File: config.mk
export PLATFORM = sky130hd
export DESIGN_NAME = ex_muldiv_unit_flat
export DESIGN_NICKNAME = d
export VERILOG_FILES = /design/src/rtl/ex_muldiv_unit_if.sv /design/src/rtl/ex_muldiv_unit.sv /design/src/flat_wrapper.sv
export SDC_FILE = /design/constraint.sdc
export NUM_CORES = 1
export LEC_CHECK = 0
export CORE_MARGIN = 1.5
export CORE_UTILIZATION = 56
export CTS_CLUSTER_SIZE = 25
export DETAILED_ROUTE_END_ITERATION = 6
export GPL_TIMING_DRIVEN = 1
export PLACE_DENSITY = 0.79
export SLEW_MARGIN = 20
export SYNTH_ARGS = -nofsm -noshare
export SYNTH_HDL_FRONTEND = slang
export SYNTH_SLANG_ARGS = --single-unit
File: constraint.sdc
create_clock -name clk -period 4.93 [get_ports clk]
set_input_delay 1.479 -clock clk [delete_from_list [all_inputs] [get_ports clk]]
set_output_delay 1.479 -clock clk [all_outputs]
set_load 0.1 [all_outputs]
File: src/rtl/ex_muldiv_unit_if.sv
// Request/response bundle between the ID/EX stage and the EX multiply/divide unit.
interface ex_muldiv_unit_if #(
  parameter int unsigned WIDTH = 32
);
  logic             start;
  logic             flush;
  logic [2:0]       funct3;
  logic [WIDTH-1:0] op_a;
  logic [WIDTH-1:0] op_b;
  logic             stall;
  logic             done;
  logic [WIDTH-1:0] result;

  modport master (output start, flush, funct3, op_a, op_b, input stall, done, result);
  modport slave  (input start, flush, funct3, op_a, op_b, output stall, done, result);
endinterface

File: src/rtl/ex_muldiv_unit.sv
// Iterative RV32M multiply/divide unit for the EX stage; holds the pipeline until the result is ready.
// Optional MULDIV_EARLY_OUT_EN: zero-operand multiplies and unsigned divides with op_a < op_b finish in two cycles.
module ex_muldiv_unit #(
  parameter int unsigned WIDTH = 32
) (
  input  logic            clk,
  input  logic            rst,
  ex_muldiv_unit_if.slave bus
);
  localparam int unsigned      CW      = $clog2(WIDTH + 1);
  localparam int unsigned      PW      = 2 * WIDTH;
  localparam logic [WIDTH-1:0] MIN_NEG = {1'b1, {(WIDTH-1){1'b0}}};

  typedef enum logic [1:0] {IDLE, CALC, DONE} state_t;
  state_t state, state_nxt;

  logic [2:0]       f3_q;
  logic             neg_q;
  logic             rneg_q;
  logic [WIDTH-1:0] acc_q;
  logic [WIDTH-1:0] lo_q;
  logic [WIDTH-1:0] opnd_q;
  logic [CW-1:0]    cnt_q;
  logic [WIDTH-1:0] result_q;

  logic             is_div, a_sgn, b_sgn, a_neg, b_neg;
  logic [WIDTH-1:0] mag_a, mag_b;
  logic             special;
  logic [WIDTH-1:0] special_res;
  logic             accept, step, last_step, stall_c, done_c;

  logic [WIDTH:0]   mul_sum;
  logic [WIDTH-1:0] mul_add;
  logic [WIDTH:0]   div_sh, div_diff;
  logic [WIDTH-1:0] acc_nxt, lo_nxt;
  logic [PW-1:0]    prod_raw, prod;
  logic [WIDTH-1:0] quo, rem, final_res;

  // Operand sign handling for the incoming op
  always_comb begin
    is_div = bus.funct3[2];
    a_sgn  = is_div ? ~bus.funct3[0] : (bus.funct3 == 3'b001 || bus.funct3 == 3'b010);
    b_sgn  = is_div ? ~bus.funct3[0] : (bus.funct3 == 3'b001);
    a_neg  = a_sgn & bus.op_a[WIDTH-1];
    b_neg  = b_sgn & bus.op_b[WIDTH-1];
    mag_a  = a_neg ? (WIDTH'(0) - bus.op_a) : bus.op_a;
    mag_b  = b_neg ? (WIDTH'(0) - bus.op_b) : bus.op_b;
  end

  // Cases resolved without iterating
  always_comb begin
    special     = 1'b0;
    special_res = '0;
    if (is_div && bus.op_b == '0) begin
      special     = 1'b1;
      special_res = bus.funct3[1] ? bus.op_a : '1;
    end else if (is_div && !bus.funct3[0] && bus.op_a == MIN_NEG && bus.op_b == '1) begin
      special     = 1'b1;
      special_res = bus.funct3[1] ? '0 : MIN_NEG;
    end
`ifdef MULDIV_EARLY_OUT_EN
    else if (!is_div && (bus.op_a == '0 || bus.op_b == '0)) begin
      special     = 1'b1;
      special_res = '0;
    end else if (is_div && bus.funct3[0] && bus.op_a < bus.op_b) begin
      special     = 1'b1;
      special_res = bus.funct3[1] ? bus.op_a : '0;
    end
`endif
  end

  // One radix-2 step: shift-add multiply or restoring divide, plus final sign fix-up
  always_comb begin
    mul_add  = lo_q[0] ? opnd_q : '0;
    mul_sum  = {1'b0, acc_q} + {1'b0, mul_add};
    div_sh   = {acc_q, lo_q[WIDTH-1]};
    div_diff = div_sh - {1'b0, opnd_q};
    if (f3_q[2]) begin
      acc_nxt = div_diff[WIDTH] ? div_sh[WIDTH-1:0] : div_diff[WIDTH-1:0];
      lo_nxt  = {lo_q[WIDTH-2:0], ~div_diff[WIDTH]};
    end else begin
      acc_nxt = mul_sum[WIDTH:1];
      lo_nxt  = {mul_sum[0], lo_q[WIDTH-1:1]};
    end
    prod_raw = {acc_nxt, lo_nxt};
    prod     = neg_q ? (PW'(0) - prod_raw) : prod_raw;
    quo      = neg_q ? (WIDTH'(0) - lo_nxt) : lo_nxt;
    rem      = rneg_q ? (WIDTH'(0) - acc_nxt) : acc_nxt;
    case (f3_q)
      3'b000:                 final_res = prod[WIDTH-1:0];
      3'b001, 3'b010, 3'b011: final_res = prod[PW-1:WIDTH];
      3'b100, 3'b101:         final_res = quo;
      default:                final_res = rem;
    endcase
  end

  always_ff @(posedge clk or posedge rst) begin
    if (rst) state <= IDLE;
    else     state <= state_nxt;
  end

  // Next state and handshake outputs
  always_comb begin
    state_nxt = state;
    stall_c   = 1'b0;
    done_c    = 1'b0;
    accept    = 1'b0;
    step      = 1'b0;
    last_step = 1'b0;
    case (state)
      IDLE: begin
        if (bus.start && !bus.flush) begin
          accept    = 1'b1;
          stall_c   = 1'b1;
          state_nxt = special ? DONE : CALC;
        end
      end
      CALC: begin
        if (bus.flush) begin
          state_nxt = IDLE;
        end else begin
          stall_c = 1'b1;
          step    = 1'b1;
          if (cnt_q == CW'(1)) begin
            last_step = 1'b1;
            state_nxt = DONE;
          end
        end
      end
      DONE: begin
        state_nxt = IDLE;
        done_c    = ~bus.flush;
      end
      default: state_nxt = IDLE;
    endcase
  end

  // Datapath registers
  always_ff @(posedge clk or posedge rst) begin
    if (rst) begin
      f3_q     <= '0;
      neg_q    <= 1'b0;
      rneg_q   <= 1'b0;
      acc_q    <= '0;
      lo_q     <= '0;
      opnd_q   <= '0;
      cnt_q    <= '0;
      result_q <= '0;
    end else if (accept) begin
      f3_q   <= bus.funct3;
      neg_q  <= a_neg ^ b_neg;
      rneg_q <= a_neg;
      acc_q  <= '0;
      lo_q   <= is_div ? mag_a : mag_b;
      opnd_q <= is_div ? mag_b : mag_a;
      cnt_q  <= CW'(WIDTH);
      if (special) result_q <= special_res;
    end else if (step) begin
      acc_q <= acc_nxt;
      lo_q  <= lo_nxt;
      cnt_q <= cnt_q - CW'(1);
      if (last_step) result_q <= final_res;
    end
  end

  // Reset forces the hold request low even while ID/EX still presents a start
  assign bus.stall  = stall_c & ~rst;
  assign bus.done   = done_c & ~rst;
  assign bus.result = result_q;
endmodule

File: src/flat_wrapper.sv
// flat-port wrapper written by rule: the top's interface ports become plain ports
module ex_muldiv_unit_flat 
#(
  parameter int unsigned WIDTH = 32
)
  (clk, rst, bus_start, bus_flush, bus_funct3, bus_op_a, bus_op_b, bus_stall, bus_done, bus_result);
  ex_muldiv_unit_if #(.WIDTH(WIDTH)) bus_i ();
  input  logic clk;
  input  logic rst;
  input wire logic [$bits(bus_i.start)-1:0] bus_start;
  input wire logic [$bits(bus_i.flush)-1:0] bus_flush;
  input wire logic [$bits(bus_i.funct3)-1:0] bus_funct3;
  input wire logic [$bits(bus_i.op_a)-1:0] bus_op_a;
  input wire logic [$bits(bus_i.op_b)-1:0] bus_op_b;
  output wire logic [$bits(bus_i.stall)-1:0] bus_stall;
  output wire logic [$bits(bus_i.done)-1:0] bus_done;
  output wire logic [$bits(bus_i.result)-1:0] bus_result;
  assign bus_i.start = bus_start;
  assign bus_i.flush = bus_flush;
  assign bus_i.funct3 = bus_funct3;
  assign bus_i.op_a = bus_op_a;
  assign bus_i.op_b = bus_op_b;
  assign bus_stall = bus_i.stall;
  assign bus_done = bus_i.done;
  assign bus_result = bus_i.result;
  ex_muldiv_unit #(.WIDTH(WIDTH)) u_core (.clk(clk), .rst(rst), .bus(bus_i));
endmodule
==> summary.txt <==
Placed design
  – Port bufs: 104
  – Routability cong.: between 1 and 1.5
  – Hpwl dp: 53,100 um
  – Pre-CTS setup slack: -114 ps
  – DP Cell Count: roughly 2,800
  – Placed Instance Area: 0.0189 mm2

Power
  – Cell Pwr Density: 763 mW/mm2
  – Maximum VDD drop: 627 uV
  – Leak Pwr: approximately 8.0 nW

STA
  – Unrepaired setup endpoints after global routing: true
  – Period utilization: 98.5%
  – Worst-case clock skew: 10.4 ps
  – Worst-Margin Slew: 995 ps
  – Final min period: 4860 ps
  – Final setup violation count: 0
  – FMAX: 206 MHz
  – Final Max Tran Viols: 0
  – Setup_tns: 0 ps
  – Headroom to the max-slew limit: 33.5%
  – Min setup slack post-route: approximately 70 ps
  – Final hold vios: 0

Routing
  – Final wirelength: roughly 67,000 um
  – Number of routed nets with antenna violations: 0
  – Number of vias per cell: around 6.7
  – WL per Instance: 24.0 um
  – Drt pass-1 iters: 7
  – # DRC: 0
  – Vias: 18,700
  – DRT iter0 DRCs: 2,394

Yosys
  – Simple-gate share of the synthesized area: 23.7%
  – Post-Synthesis Cells: 2,201
  – Cell taking the most area after synthesis: dfrtp_1
  – Ranking of synthesized cells by area: dfrtp_1 (22%), o21ai_0 (7.6%), xnor2_1 (6.3%)
  – Top_reg_cell synth: dfrtp_1
  – Commonest cells in the synthesized netlist: nand2_1 (255), o21ai_0 (249), nor2_1 (178), a21oi_1 (176), dfrtp_1 (141)
  – Post-synth EDFFs: 0
  – Synth Area in Adders: 5.68%
  – Netlist cell types: about 110
  – Synth Area in Compound Gates: 30.8%
  – Syn avg cell area: around 7.4 um2
  – Yosys warns: 0
  – Largest family of logic cells by synthesized area: compound AO/OA/AOI/OAI gates
  – Syn Nets: around 2,300
  – Cell Area, Synth: 0.0163 mm2
  – Mux cell area share after synthesis: 2.86%
  – Post-synth top area share: 21.6%
  – Count leader, synth: nand2_1
  – Synth async-reset ratio: 100%
  – Post-Synth XOR/XNOR Area: 10.1%
  – Sequential share of the synthesized area: 21.6%
  – Flops & latches, synth: around 140

CTS
  – Skew-Pair Late Insertion Delay: 460 ps
  – CTS tree: done
  – Htree depth: 4
  – CTS sink count: 141
  – Clk slew on worst S/H paths: 70 ps
  – Root Buffer Master: clkbuf_16
  – CTS Buffer Depth: 2
  – Num CTS Buffers: 17

Finish
  – Nets: about 2,500
  – Post-Layout Cell Count: 2,799
  – Synth-to-layout area growth: 20.9%
  – Post-route cell area: 0.0197 mm2
  – Core Util, Final: 68.8%
  – Share of cells above drive strength 1: 14.9%
  – Fill cells: 2,511

Global route
  – Global Route Usage Sum: 44.1%
  – Vias in the first global route: 17,200
  – Initial antenna violation count: 5
  – First-pass GRT wire length: around 100,000 um
  – Largest net degree at the start of global routing: just over 100
  – Gr ovfl total: 0

Hold path
  – Hold WC Path Type: flip-flop to flip-flop

Critical path
  – Crit Path Class: flip-flop to flip-flop
  – CP endpoint kind: flip-flop
  – WP data arrival: 5160 ps
  – Crit path required time: 5240 ps
  – Worst-path fanout max: 12
  – Startpoint Class: flip-flop

Floorplanning
  – Die area: 0.0302 mm2
  – Die height: 174 um
  – Starting Density: a little under three fifths
  – FP Rows: 62
  – Die W: 174 um
  – CORE AREA: around 0.029 mm2
  – Io pins: 105

Status
  – Run status: complete, no violations

Run
  – Total of max-cap violations: 0
## worst max-delay path, stage by stage, from the launching register on
cell and delay, ps:
dfrtp_1 420, buf_4 200, and2_1 170, ha_1 340
a211oi_1 320, o21ai_0 230, a21oi_1 190, buf_4 160
a31oi_2 150, or3_1 390, a21oi_1 330, a31o_2 180
nor2b_2 290, or2b_4 340, o41ai_2 370, xnor2_1 130
a221oi_1 380, a311oi_1 100
## state kept, by name, indices dropped and copies added (netlist names)
| signal | count |
|---|---|
| u_core.acc_q | 32 |
| u_core.bus.result | 32 |
| u_core.cnt_q | 6 |
| u_core.f3_q | 3 |
| u_core.lo_q | 32 |
| u_core.neg_q | 1 |
| u_core.opnd_q | 32 |
| u_core.rneg_q | 1 |
| u_core.state | 2 |
## per-layer routing
| metal | GRT usage, % | vias to the layer above | routed length, um | share of wire, % |
|---|---|---|---|---|
| met3 | 11.3 | 194 | 7860 | 12 |
| met1 | 58.0 | 8832 | 26800 | 40 |
| met4 | 23.7 | 6 | 3840 | 5.7 |
| li1 | - | 8446 | - | - |
| met2 | 66.1 | 1202 | 28700 | 43 |
| met5 | 0 | - | 46 | 0.068 |
## stage by stage
step,hold WS (ps),power (mW)
2_1_floorplan,463,9.32
3_3_place_gp,472,12.7
3_5_place_dp,486,12.9
4_1_cts,497,14.4
5_1_grt,523,15.8
6_report,500,15.1
## worst paths after layout
kind,to,slack [ps],cells past startpoint,start
setup / recovery,u_core.bus.result[21],70,17,u_core.lo_q[0]
hold / removal,u_core.bus.result[1],500,2,u_core.bus.result[1]
setup reg to reg,u_core.bus.result[21],70,17,u_core.lo_q[0]
hold reg to reg,u_core.bus.result[1],500,2,u_core.bus.result[1]
max in group asynchronous,u_core.acc_q[18],2620,3,rst
min in group asynchronous,u_core.acc_q[3],1530,2,rst
## placed cells by master, fill, tap and decap left out, types with 69 or more instances in the layout
master / count
dfrtp_1: 140
nand2_1: 253
nor2_1: 176
xnor2_1: 118
a21oi_1: 174
xor2_1: 71
o21ai_0: 248
clkdlybuf4s50_1: 101
ha_1: 69
buf_4: 209
## report_power, final
part | leakage, nW | internal (mW) | total, mW | switching, mW
sequential | 1.79 | 1.58 | 2.16 | 0.575
combinational | 5.91 | 4.31 | 11.4 | 7.12
clock | 0.309 | 0.899 | 1.47 | 0.574
total | 8.01 | 6.79 | 15.1 | 8.26
## cell families (layout without fill, tap and decap cells)
| kind of cell | count (synthesis) | in the layout |
|---|---|---|
| AO/OA/AOI/OAI | 776 | 776 |
| AND/OR/NAND/NOR | 775 | 776 |
| buffers and inverters | 201 | 412 |
| XOR/XNOR | 189 | 189 |
| flip-flops | 141 | 141 |
| adder cells (fa/ha/maj) | 73 | 73 |
| multiplexers | 46 | 46 |
| other | 0 | 2 |
## final cells by class
type | count | area (um2) | area share, %
clock buffer | 22 | 484 | 2.45
tap | 384 | 480 | 2.43
antenna | 2 | 5.00 | 0.0254
timing repair buffer | 316 | 2690 | 13.6
multi-input combinational | 1860 | 12100 | 61.5
clock inverter | 9 | 158 | 0.799
sequential | 141 | 3530 | 17.9
inverter | 65 | 248 | 1.25
## timing repair
item,CTS,global route
setup buffers,0,6
pin swaps,1,11
endpoints found under the setup margin,3,22
hold buffers,0,0
gates resized for setup,3,29
gates cloned,0,1
(Power assumes the default switching activity.)
